===== src/rtl/pipeline_sequencer_pkg.sv =====
// Shared types for the pipeline sequencer: FSM state encoding and the
// bundle of per-stage control signals produced by the output decoder.
package pipeline_sequencer_pkg;

  typedef enum logic [1:0] {
    RUN      = 2'd0,
    MEM_REQ  = 2'd1,
    MEM_WAIT = 2'd2
  } pipe_state_e;

  typedef struct packed {
    logic pc_en;
    logic pc_sel;
    logic if_id_en;
    logic id_ex_en;
    logic ex_lsu_en;
    logic lsu_wb_en;
    logic if_id_flush;
    logic id_ex_flush;
    logic lsu_wb_flush;
  } pipe_ctrl_t;

  // Reset: nothing loads, every stage register is bubbled.
  localparam pipe_ctrl_t CTRL_RESET  = '{pc_en: 1'b0, pc_sel: 1'b0, if_id_en: 1'b0,
                                         id_ex_en: 1'b0, ex_lsu_en: 1'b0, lsu_wb_en: 1'b0,
                                         if_id_flush: 1'b1, id_ex_flush: 1'b1,
                                         lsu_wb_flush: 1'b1};
  // Memory freeze: front end holds, a bubble drains into WB.
  localparam pipe_ctrl_t CTRL_FREEZE = '{pc_en: 1'b0, pc_sel: 1'b0, if_id_en: 1'b0,
                                         id_ex_en: 1'b0, ex_lsu_en: 1'b0, lsu_wb_en: 1'b1,
                                         if_id_flush: 1'b0, id_ex_flush: 1'b0,
                                         lsu_wb_flush: 1'b1};
  // Normal flow: everything advances.
  localparam pipe_ctrl_t CTRL_RUN    = '{pc_en: 1'b1, pc_sel: 1'b0, if_id_en: 1'b1,
                                         id_ex_en: 1'b1, ex_lsu_en: 1'b1, lsu_wb_en: 1'b1,
                                         if_id_flush: 1'b0, id_ex_flush: 1'b0,
                                         lsu_wb_flush: 1'b0};

endpackage


===== src/rtl/pipeline_sequencer_if.sv =====
// Hazard, redirect, fetch and data-memory handshake signals between the
// pipeline sequencer (master) and the rest of the core (slave).
interface pipeline_sequencer_if #(
  parameter int CNT_W = 32
);
  logic             hazard_stall_ip;
  logic             branch_taken_ip;
  logic             instr_valid_ip;
  logic             lsu_mem_ip;
  logic             lsu_is_load_ip;
  logic             data_gnt_ip;
  logic             data_rvalid_ip;
  logic             data_req_op;
  logic             pc_en_op;
  logic             pc_sel_op;
  logic             IF_ID_en_op;
  logic             ID_EX_en_op;
  logic             EX_LSU_en_op;
  logic             LSU_WB_en_op;
  logic             IF_ID_flush_op;
  logic             ID_EX_flush_op;
  logic             LSU_WB_flush_op;
  logic [1:0]       seq_state_op;
  logic [CNT_W-1:0] stall_cnt_op;

  modport master (
    input  hazard_stall_ip, branch_taken_ip, instr_valid_ip, lsu_mem_ip,
           lsu_is_load_ip, data_gnt_ip, data_rvalid_ip,
    output data_req_op, pc_en_op, pc_sel_op, IF_ID_en_op, ID_EX_en_op,
           EX_LSU_en_op, LSU_WB_en_op, IF_ID_flush_op, ID_EX_flush_op,
           LSU_WB_flush_op, seq_state_op, stall_cnt_op
  );

  modport slave (
    output hazard_stall_ip, branch_taken_ip, instr_valid_ip, lsu_mem_ip,
           lsu_is_load_ip, data_gnt_ip, data_rvalid_ip,
    input  data_req_op, pc_en_op, pc_sel_op, IF_ID_en_op, ID_EX_en_op,
           EX_LSU_en_op, LSU_WB_en_op, IF_ID_flush_op, ID_EX_flush_op,
           LSU_WB_flush_op, seq_state_op, stall_cnt_op
  );
endinterface


===== src/rtl/pipeline_sequencer_perf_counter.sv =====
// Free-running event counter, wraps modulo 2^W, cleared by synchronous reset.
module perf_counter #(
  parameter int W = 32
) (
  input  logic         clk,
  input  logic         reset,
  input  logic         inc,
  output logic [W-1:0] count
);
  logic [W-1:0] count_q, count_d;

  // Next count: step by one on each qualifying cycle.
  always_comb begin
    count_d = count_q;
    if (inc) count_d = count_q + W'(1);
  end

  // Count register with synchronous active-low clear.
  always_ff @(posedge clk) begin
    if (!reset) count_q <= '0;
    else        count_q <= count_d;
  end

  assign count = count_q;
endmodule


===== src/rtl/pipeline_sequencer.sv =====
// Central pipeline controller: merges hazard stalls, EX redirects and the
// data-memory req/gnt/rvalid handshake into per-stage enables and flushes.
// Outputs are Mealy; only the memory FSM and the stall counter hold state.
module pipeline_sequencer
  import pipeline_sequencer_pkg::*;
#(
  parameter int CNT_W = 32
) (
  input logic                  clk,
  input logic                  reset,
  pipeline_sequencer_if.master seq
);
  pipe_state_e      state_q, state_d;
  pipe_ctrl_t       ctrl;
  logic             data_req;
  logic             frozen;
  logic [CNT_W-1:0] stall_cnt;

  // FSM state register.
  // NOTE: sequential state uses non-blocking assignments so every flop
  // samples pre-edge values regardless of block ordering.
  always_ff @(posedge clk) begin
    if (!reset) state_q <= RUN;
    else        state_q <= state_d;
  end

  // Next state, memory request, freeze detection and stage-control decode.
  // NOTE: every signal written here gets a default first so no path leaves
  // it unassigned, which would otherwise infer a latch.
  always_comb begin
    state_d  = state_q;
    data_req = 1'b0;
    frozen   = 1'b0;
    ctrl     = CTRL_RUN;

    unique case (state_q)
      RUN: begin
        data_req = seq.lsu_mem_ip;
        if (seq.lsu_mem_ip) begin
          if (!seq.data_gnt_ip) begin
            state_d = MEM_REQ;
            frozen  = 1'b1;
          end else if (seq.lsu_is_load_ip) begin
            state_d = MEM_WAIT;
            frozen  = 1'b1;
          end
        end
      end
      MEM_REQ: begin
        data_req = 1'b1;
        if (!seq.data_gnt_ip) begin
          frozen = 1'b1;
        end else if (seq.lsu_is_load_ip) begin
          state_d = MEM_WAIT;
          frozen  = 1'b1;
        end else begin
          state_d = RUN;
        end
      end
      MEM_WAIT: begin
        if (seq.data_rvalid_ip) state_d = RUN;
        else                    frozen  = 1'b1;
      end
      default: state_d = RUN;
    endcase

    // A held EX branch keeps asserting branch_taken, so the redirect is
    // simply taken once the freeze lifts; no redirect latch is needed.
    if (frozen) begin
      ctrl = CTRL_FREEZE;
    end else if (seq.branch_taken_ip) begin
      ctrl.pc_sel      = 1'b1;
      ctrl.if_id_flush = 1'b1;
      ctrl.id_ex_flush = 1'b1;
    end else if (seq.hazard_stall_ip) begin
      ctrl.pc_en       = 1'b0;
      ctrl.if_id_en    = 1'b0;
      ctrl.id_ex_flush = 1'b1;
    end else if (!seq.instr_valid_ip) begin
      ctrl.pc_en       = 1'b0;
      ctrl.if_id_en    = 1'b0;
      ctrl.if_id_flush = 1'b1;
    end

    if (!reset) begin
      ctrl     = CTRL_RESET;
      data_req = 1'b0;
    end
  end

  perf_counter #(.W(CNT_W)) u_stall_cnt (
    .clk   (clk),
    .reset (reset),
    .inc   (reset & ~ctrl.if_id_en),
    .count (stall_cnt)
  );

  assign seq.data_req_op     = data_req;
  assign seq.pc_en_op        = ctrl.pc_en;
  assign seq.pc_sel_op       = ctrl.pc_sel;
  assign seq.IF_ID_en_op     = ctrl.if_id_en;
  assign seq.ID_EX_en_op     = ctrl.id_ex_en;
  assign seq.EX_LSU_en_op    = ctrl.ex_lsu_en;
  assign seq.LSU_WB_en_op    = ctrl.lsu_wb_en;
  assign seq.IF_ID_flush_op  = ctrl.if_id_flush;
  assign seq.ID_EX_flush_op  = ctrl.id_ex_flush;
  assign seq.LSU_WB_flush_op = ctrl.lsu_wb_flush;
  assign seq.seq_state_op    = state_q;
  assign seq.stall_cnt_op    = stall_cnt;
endmodule


===== src/flat_wrapper.sv =====
// flat-port wrapper written by rule: the top's interface ports become plain ports
module pipeline_sequencer_flat import pipeline_sequencer_pkg::*;
#(
  parameter int CNT_W = 32
)
  (clk, reset, seq_hazard_stall_ip, seq_branch_taken_ip, seq_instr_valid_ip, seq_lsu_mem_ip, seq_lsu_is_load_ip, seq_data_gnt_ip, seq_data_rvalid_ip, seq_data_req_op, seq_pc_en_op, seq_pc_sel_op, seq_IF_ID_en_op, seq_ID_EX_en_op, seq_EX_LSU_en_op, seq_LSU_WB_en_op, seq_IF_ID_flush_op, seq_ID_EX_flush_op, seq_LSU_WB_flush_op, seq_seq_state_op, seq_stall_cnt_op);
  pipeline_sequencer_if #(.CNT_W(CNT_W)) seq_i ();
  input logic clk;
  input logic reset;
  input wire logic [$bits(seq_i.hazard_stall_ip)-1:0] seq_hazard_stall_ip;
  input wire logic [$bits(seq_i.branch_taken_ip)-1:0] seq_branch_taken_ip;
  input wire logic [$bits(seq_i.instr_valid_ip)-1:0] seq_instr_valid_ip;
  input wire logic [$bits(seq_i.lsu_mem_ip)-1:0] seq_lsu_mem_ip;
  input wire logic [$bits(seq_i.lsu_is_load_ip)-1:0] seq_lsu_is_load_ip;
  input wire logic [$bits(seq_i.data_gnt_ip)-1:0] seq_data_gnt_ip;
  input wire logic [$bits(seq_i.data_rvalid_ip)-1:0] seq_data_rvalid_ip;
  output wire logic [$bits(seq_i.data_req_op)-1:0] seq_data_req_op;
  output wire logic [$bits(seq_i.pc_en_op)-1:0] seq_pc_en_op;
  output wire logic [$bits(seq_i.pc_sel_op)-1:0] seq_pc_sel_op;
  output wire logic [$bits(seq_i.IF_ID_en_op)-1:0] seq_IF_ID_en_op;
  output wire logic [$bits(seq_i.ID_EX_en_op)-1:0] seq_ID_EX_en_op;
  output wire logic [$bits(seq_i.EX_LSU_en_op)-1:0] seq_EX_LSU_en_op;
  output wire logic [$bits(seq_i.LSU_WB_en_op)-1:0] seq_LSU_WB_en_op;
  output wire logic [$bits(seq_i.IF_ID_flush_op)-1:0] seq_IF_ID_flush_op;
  output wire logic [$bits(seq_i.ID_EX_flush_op)-1:0] seq_ID_EX_flush_op;
  output wire logic [$bits(seq_i.LSU_WB_flush_op)-1:0] seq_LSU_WB_flush_op;
  output wire logic [$bits(seq_i.seq_state_op)-1:0] seq_seq_state_op;
  output wire logic [$bits(seq_i.stall_cnt_op)-1:0] seq_stall_cnt_op;
  assign seq_i.hazard_stall_ip = seq_hazard_stall_ip;
  assign seq_i.branch_taken_ip = seq_branch_taken_ip;
  assign seq_i.instr_valid_ip = seq_instr_valid_ip;
  assign seq_i.lsu_mem_ip = seq_lsu_mem_ip;
  assign seq_i.lsu_is_load_ip = seq_lsu_is_load_ip;
  assign seq_i.data_gnt_ip = seq_data_gnt_ip;
  assign seq_i.data_rvalid_ip = seq_data_rvalid_ip;
  assign seq_data_req_op = seq_i.data_req_op;
  assign seq_pc_en_op = seq_i.pc_en_op;
  assign seq_pc_sel_op = seq_i.pc_sel_op;
  assign seq_IF_ID_en_op = seq_i.IF_ID_en_op;
  assign seq_ID_EX_en_op = seq_i.ID_EX_en_op;
  assign seq_EX_LSU_en_op = seq_i.EX_LSU_en_op;
  assign seq_LSU_WB_en_op = seq_i.LSU_WB_en_op;
  assign seq_IF_ID_flush_op = seq_i.IF_ID_flush_op;
  assign seq_ID_EX_flush_op = seq_i.ID_EX_flush_op;
  assign seq_LSU_WB_flush_op = seq_i.LSU_WB_flush_op;
  assign seq_seq_state_op = seq_i.seq_state_op;
  assign seq_stall_cnt_op = seq_i.stall_cnt_op;
  pipeline_sequencer #(.CNT_W(CNT_W)) u_core (.clk(clk), .reset(reset), .seq(seq_i));
endmodule

===== config.mk =====
export PLATFORM = sky130hd
export DESIGN_NAME = pipeline_sequencer_flat
export DESIGN_NICKNAME = d
export VERILOG_FILES = /design/src/rtl/pipeline_sequencer_pkg.sv /design/src/rtl/pipeline_sequencer_if.sv /design/src/rtl/pipeline_sequencer_perf_counter.sv /design/src/rtl/pipeline_sequencer.sv /design/src/flat_wrapper.sv
export SDC_FILE = /design/constraint.sdc
export NUM_CORES = 1
export LEC_CHECK = 0
export ABC_AREA = 1
export BUFFER_PORTS_ARGS = -buffer_cell sky130_fd_sc_hd__buf_4
export CAP_MARGIN = 20
export CORE_MARGIN = 2
export CORE_UTILIZATION = 52
export DETAILED_ROUTE_END_ITERATION = 10
export GPL_ROUTABILITY_DRIVEN = 1
export PLACE_DENSITY_LB_ADDON = 0.08
export SLEW_MARGIN = 20
export SYNTH_ARGS = -nofsm -noshare
export SYNTH_HDL_FRONTEND = slang
export SYNTH_SLANG_ARGS = --single-unit

===== constraint.sdc =====
create_clock -name clk -period 1.7 [get_ports clk]
set_input_delay 0.425 -clock clk [delete_from_list [all_inputs] [get_ports clk]]
set_output_delay 0.425 -clock clk [all_outputs]
set_load 0.02 [all_outputs]

==> summary.txt, run 1 <==
Place
  • Routability congestion estimate: roughly 0.91
  • Placed cell count: 431
  • Port-buffer cells: 52
  • HPWL Detailed: 3866 um

Floorplan
  • Starting Density: 55.28%
  • Die Span Y: 67.09 um
  • Rows: 22
  • Core Area: between 3000 and 4000 sq um
  • Die width: about 67 um
  • # IOs: 53
  • DIE AREA: 4500 sq um

Synth
  • Synth area leaders: dfxtp_1, nand2_1, nor2_1
  • Post-Syn Area: about 2100 sq um
  • Synth Area in Compound Gates: approximately 5.7%
  • Adder-cell share of the synthesized area: 0.6046%
  • Register bit total from synthesis: 34
  • Main combinational cell family by area after synthesis: simple AND/OR/NAND/NOR gates
  • Synth Instances: 335
  • Ys Warns: 0
  • Dominant synthesized flop cell: dfxtp_1
  • Synth area leader: dfxtp_1
  • Mapped Nets: about 350
  • EDFF count, synth: 0
  • Register area share after synthesis: about a third
  • Avg Synthesized Cell Area: 6.178 sq um
  • XOR/XNOR share of the synthesized area: 0%
  • Post-synthesis mux area share: 0%
  • Simple logic cell fraction of the synthesized area: 51.81%
  • Async set-or-reset flop fraction in the synthesized netlist: 0%
  • Synth unique cells: 27
  • Post-synth top area share: 32.89%

GRT
  • GRT Util Overall: between 20% and 30%
  • Grt ovf: 0
  • Vias in the first global route: ~2000
  • First-pass GRT wire length: 8894 um
  • Largest net degree at the start of global routing: 32
  • Initial antenna violation count: 0

Clock network
  • CTS H-tree lvls: 2
  • Root Buffer: clkbuf_8
  • CTS Hold Bufs: 0
  • CTS tree: done
  • CTS Buffer Depth: 2
  • Worst-path clk slew: 0.06 ns
  • Clock sink count: 34
  • Clk_lat worst skew: 0.29 ns
  • Num CTS Buffers: 5

STA
  • Fmax: 555.7 MHz
  • Final hold slack: 0.3201 ns
  • Slew Limit Fails: 0
  • Slew headroom: between 70% and 80%
  • Min Clock Period, post-route: around 1.8 ns
  • RSZ-0062 raised after global routing: yes
  • Fin crit share: 105.8%
  • Final Hold Vio Count: 0
  • Final worst slack: -0.09940 ns
  • Final setup viols: 6
  • Setup Skew: ~0.0078 ns
  • Worst-Margin Slew: approximately 0.34 ns

Worst setup path
  • Worst Path Required: 1.27 ns
  • CP Buf/Inv Count: 3
  • Crit path max-delay family: simple AND/OR/NAND/NOR gates
  • Cell Chain, Critical Path: inv_4 > nand3b_2 > nand3_4 > nor2_4 > nand2_2 > inv_2 > buf_6
  • Crit path DAT: around 1.4 ns
  • CP Max Fanout: 4
  • Worst path slowest cell: dfxtp_4
  • Worst Setup Start Kind: flip-flop
  • CP Capture Type: output port
  • CP peak stage delay: approximately 0.4 ns
  • Worst setup path class: flip-flop to output port

Detailed routing
  • Drt total wl: between 5000 and 6000 um
  • DRC: 0
  • Remaining antenna violation count: 0
  • Avg WL per Cell: 11.94 um
  • Vias/cell: 5.094
  • Pre-Repair DR Iteration Count: 4
  • DR iter-0 viols: 161
  • Via Count: ~2300

Power
  • Worst VDD drop: 0.4255 mV
  • Leakage: 1.253 nW
  • Pwr/cell area: 645.7 nW/um^2

Layout
  • Layout overhead on the synthesized area: 33.31%
  • Fillers: between 300 and 400
  • Final Util: approximately 74%
  • Layout Nets: 409
  • Diodes inserted: 0
  • Layout cells sized above 1: 29.25%
  • Fin cells: roughly 450

Min path
  • Min-delay worst type: input pin to flip-flop

Flow run
  • Max-Cap Viols: 0

Outcome
  • Outcome: finished, violations left
  • Failing checks: negative setup slack
[metal layers]
metal | up-vias | part of all wire (%) | track usage [%]
li1 | 1189 | - | -
met1 | 1032 | 48 | 33.75
met2 | 56 | 46 | 42.57
met3 | 5 | 4.5 | 5.236
met4 | 0 | 1.1 | 8.673
met5 | - | 0 | 0
[state kept, by name, summed over array words and instances (netlist names)]
name                      cells
u_core.seq.seq_state_op       2
u_core.u_stall_cnt.count     32
[final cells by class]
| class | instances | area [sq um] | share of cell area [%] |
|---|---|---|---|
| Clock buffer | 7 | 86.33 | 3.129 |
| Clock inverter | 1 | 5.005 | 0.1814 |
| Tap cell | 48 | 60.06 | 2.177 |
| Timing Repair Buffer | 69 | 529.3 | 19.18 |
| Multi-Input combinational cell | 258 | 1266 | 45.90 |
| Inverter | 31 | 121.4 | 4.399 |
| Sequential cell | 34 | 690.7 | 25.03 |
[synthesized netlist by cell type, types with 3 or more instances]
| cell | count |
|---|---|
| nand3_1 | 30 |
| nor2_2 | 6 |
| nor3_1 | 4 |
| buf_1 | 3 |
| nand2_2 | 4 |
| nand2_1 | 90 |
| a21oi_1 | 19 |
| dfxtp_1 | 34 |
| buf_2 | 4 |
| nand4_1 | 9 |
| o21ai_0 | 3 |
| nor2_1 | 76 |
| inv_1 | 29 |
| buf_4 | 3 |
| nor2_4 | 5 |
| nand3_2 | 4 |
[path summary, 6_finish.rpt]
path	depth (start not counted)	startpoint	slack, ns	to
max	7	u_core.seq.seq_state_op[0]	-0.1	seq_pc_en_op
max reg2reg	12	u_core.seq.seq_state_op[0]	0.15	u_core.u_stall_cnt.count[17]
min reg2reg	2	u_core.u_stall_cnt.count[1]	0.48	u_core.u_stall_cnt.count[1]
min	2	seq_data_gnt_ip	0.32	u_core.seq.seq_state_op[0]
[timing repair]
action                     4_1_cts  5_1_grt
gates resized for setup          8        7
pin swaps                        5        2
setup endpoints to repair        8       13
buffers inserted                 5        4
[cells in the final DEF, fill, tap and decap left out, types with 2 or more instances in the layout]
cell type,instances
dfxtp_1,30
buf_4,66
inv_1,25
nor2_4,8
buf_6,3
nor2_2,6
dfxtp_2,2
a21oi_1,19
inv_2,4
nand2_1,87
nor3_1,3
clkbuf_8,6
nor2_1,73
nand3_4,2
inv_4,2
dfxtp_4,2
nand4_1,9
nand3_2,3
o21ai_0,3
nand3_1,29
nand2_4,2
nand2_2,6
[where the power goes]
group / switching (mW) / internal (mW) / total (mW) / leakage (nW)
clock network: 0.296 / 0.327 / 0.622 / 0.0482
logic: 0.192 / 0.140 / 0.332 / 0.929
registers: 0.0181 / 0.809 / 0.827 / 0.277
total: 0.506 / 1.28 / 1.78 / 1.25
[worst reg2reg max path, stage by stage, from the launching register on]
cell and delay, ns:
dfxtp_4 0.40, inv_4 0.04, nor2_2 0.09, nand2_2 0.08
buf_4 0.14, buf_4 0.13, nand4_4 0.12, buf_4 0.18
nand2_1 0.06, inv_1 0.07, nand2_1 0.05, nand2_1 0.06
nor2_1 0.04
[through the flow]
step | area, sq um | TNS, ns | worst slack [ns] | power, mW
floorplan | 2123 | 0 | 0.008184 | 1.039
global placement | 2561 | 0 | 0.003888 | 1.133
detailed placement | 2561 | -0.1141 | -0.03989 | 1.137
CTS | 2710 | -0.2831 | -0.06556 | 1.776
global route | 2759 | -0.8988 | -0.1648 | 1.858
finish | 2759 | -0.4726 | -0.09940 | 1.781
[cell families (layout without fill, tap and decap cells)]
family | count (synthesis) | count (layout)
AOI/OAI and AO/OA | 23 | 23
adders and majority gates | 1 | 1
buffers and inverters | 43 | 108
DFF | 34 | 34
and+or+nand+nor | 234 | 234
No activity file was read; power rests on OpenSTA's default activity.
==> run 2: changes to the inputs <==
CORE_UTILIZATION = 59   (was 52)
CTS_BUF_LIST = sky130_fd_sc_hd__clkbuf_8   (was unset)
clock period = 2.1 ns   (was 1.7 ns; I/O delays follow)
==> run 2 against run 1 <==
Net effect: the run now ends clean; register-to-register slack improved by 0.30 ns; total power down 18%; non-clock buffer count decreased by 13; sequential power fell by 19%; sequential cell count unchanged; die area fell by 11%; wire length fell by 6.7%; critical endpoint unchanged; highest routed layer unchanged.
==> summary.txt, run 2 (synthesis results as in run 1) <==
Detailed routing
  • Avg WL per Cell: 11.52 um (-3.5%)
  • Vias/cell: 5.208 (+2.2%)
  • Remaining antenna violation count: 0 (unchanged)
  • WL met2: 2324 um (-6.4%)
  • Met3 WL post-DR: 325 um (+36%)
  • Pre-Repair DR Iteration Count: 5 (+1)
  • Drt total wl: 4989 um (-6.7%)
  • Highest metal used: met4
  • DRC: 0 (unchanged)
  • Met1 wire length: 2239 um (-13%)
  • Via Count: 2255 (-1.2%)
  • DR iter-0 viols: 188 (+17%)

STA
  • RSZ-0062 raised after global routing: no
  • Slew headroom: 76.54% (-0.56 points)
  • Final worst slack: 0.1349 ns (+0.2343 ns)
  • Setup Skew: 0.005306 ns (-0.002479 ns)
  • Setup TNS: 0 ns (+0.4726 ns)
  • Final setup viols: 0 (-6)
  • Slew Limit Fails: 0 (unchanged)
  • Fmax: 508.9 MHz
  • Final Hold Vio Count: 0 (unchanged)
  • Min Clock Period, post-route: 1.965 ns
  • Worst-Margin Slew: 0.3492 ns (+0.005655 ns)
  • Fin crit share: 93.58%

GRT
  • Largest net degree at the start of global routing: 32 (unchanged)
  • First-pass GRT wire length: 8700 um (-2.2%)
  • Initial antenna violation count: 0 (unchanged)
  • Vias in the first global route: 2040 (+1.2%)
  • Grt ovf: 0 (unchanged)
  • GRT Util Overall: 26.91% (+0.93 points)

Floorplan
  • Core Area: 3363 sq um (-10%)
  • # IOs: 53 (unchanged)
  • Starting Density: 61.53% (+6.3 points)
  • DIE AREA: 3997 sq um (-11%)
  • Die Span Y: 63.23 um (-5.8%)
  • Rows: 21 (-4.5%)
  • Die width: 63.23 um (-5.8%)

Clock network
  • CTS Buffer Depth: 2 (unchanged)
  • Root Buffer: clkbuf_8
  • Num CTS Buffers: 5 (unchanged)
  • Worst-path clk slew: 0.06 ns (about the same)
  • CTS Hold Bufs: 0 (unchanged)
  • CTS tree: done
  • CTS H-tree lvls: 2 (unchanged)
  • Clock sink count: 34 (unchanged)
  • Clk_lat worst skew: 0.29 ns (about the same)

Min path
  • Hold Path Origin: seq_data_gnt_ip
  • WHS Path Cells: 2 (unchanged)
  • Hold path endpoint: u_core.seq.seq_state_op[0]
  • Min-delay worst type: input pin to flip-flop

Worst setup path
  • CP Capture Type: output port
  • Reg2reg path depth: 8 (-4)
  • CP Max Fanout: 5 (+1)
  • Worst Path Required: 1.57 ns (+0.30 ns)
  • Crit path DAT: 1.44 ns (+0.07 ns)
  • Setup slack, reg-to-reg: 0.45 ns (+0.30 ns)
  • Capture point of the worst reg-to-reg path: u_core.u_stall_cnt.count[20]
  • Worst R2R Start: u_core.u_stall_cnt.count[0]
  • Worst setup path class: flip-flop to output port
  • Worst Setup Start Kind: flip-flop

Power
  • Worst VDD drop: 0.3379 mV (-21%)
  • Design Power: 1.457 mW (-18%)
  • Leakage: 1.191 nW (-4.9%)
  • Pwr/cell area: 557.0 nW/um^2 (-14%)

Place
  • Worst slack at placement: 0.04582 ns (+0.08571 ns)
  • Placed Instance Area: 2486 sq um (-2.9%)
  • HPWL Detailed: 3653 um (-5.5%)
  • Routability congestion estimate: 0.8689 (-4.7%)
  • Port-buffer cells: 52 (unchanged)

Layout
  • Diodes inserted: 0 (unchanged)
  • Commonest non-fill, non-tap cell in the layout: nand2_1
  • Area of the multi-input gates: 1229 sq um (-3.0%)
  • Reg area: 683.2 sq um (-1.1%)
  • Fillers: 276 (-9.5%)
  • Layout cells sized above 1: 24.55% (-4.7 points)
  • Post-route cell area: 2616 sq um (-5.2%)
  • Max reg flops: 32 (unchanged)
  • Layout overhead on the synthesized area: 26.42%
  • Final Util: 77.79% (+4.1 points)
  • Layout Nets: 396 (-3.2%)
  • Most frequent cells in the layout: nand2_1, nor2_1, buf_4, dfxtp_1, nand3_1

Outcome
  • Outcome: finished, final reports clean

Flow run
  • Max-Cap Viols: 0 (unchanged)
[run 2: changes by cell type in the layout (fill, tap and decap cells not counted), sizes merged]
| cell | previous run | this run |
|---|---|---|
| clkinv | 1 | 0 |
| buf | 69 | 56 |
| clkbuf | 7 | 8 |
[run 2: critical path, stage by stage (launching register included)]
cell	delay [ns]
dfxtp_2	0.37
inv_1	0.07
nand3b_2	0.16
nand3_4	0.11
nor2_4	0.14
nand2_1	0.08
inv_2	0.08
buf_4	0.14
[run 2: worst max-delay path by stage]
stage                                           from               to  depth (start not counted)
after floorplan                   seq_lsu_is_load_ip     seq_pc_en_op                          8
after global placement            seq_lsu_is_load_ip  seq_IF_ID_en_op                          9
after detailed placement          seq_lsu_is_load_ip     seq_pc_en_op                          9
after CTS                 u_core.seq.seq_state_op[0]     seq_pc_en_op                          7
after global routing              seq_lsu_is_load_ip     seq_pc_en_op                          9
final                     u_core.seq.seq_state_op[0]     seq_pc_en_op                          7
[run 2: area by class of cell]
| cell class | instances | share of cell area [%] |
|---|---|---|
| Timing Repair Buffer | 56 | 16.07 |
| Sequential cell | 34 | 26.11 |
| Multi-Input combinational cell | 258 | 46.96 |
| Inverter | 31 | 4.448 |
| Tap cell | 46 | 2.200 |
| Clock buffer | 8 | 4.209 |
[run 2: power breakdown]
part / leakage, nW / total [mW] / switching [mW] / internal, mW
Combinational: 0.859 / 0.223 / 0.141 / 0.0819
Sequential: 0.275 / 0.667 / 0.0127 / 0.655
Clock: 0.0575 / 0.567 / 0.236 / 0.331
Total: 1.19 / 1.46 / 0.390 / 1.07
[run 2: through the flow]
stage,hold slack [ns],std cells
finish,0.4111,433
global route,0.4104,433
CTS,0.3974,433
detailed placement,0.4781,425
global placement,0.4813,425
floorplan,0.5526,335
[run 2: timing repair]
item,CTS,global route
pin swaps,0,2
gates resized for setup,2,5
buffers inserted,0,0
endpoints found under the setup margin,3,3
[run 2: per-layer routing]
metal | track usage [%] | vias up
met1 | 34.74 | 1004
met2 | 42.95 | 75
li1 | - | 1163
met3 | 5.893 | 13
met5 | 0 | -
met4 | 12.23 | 0
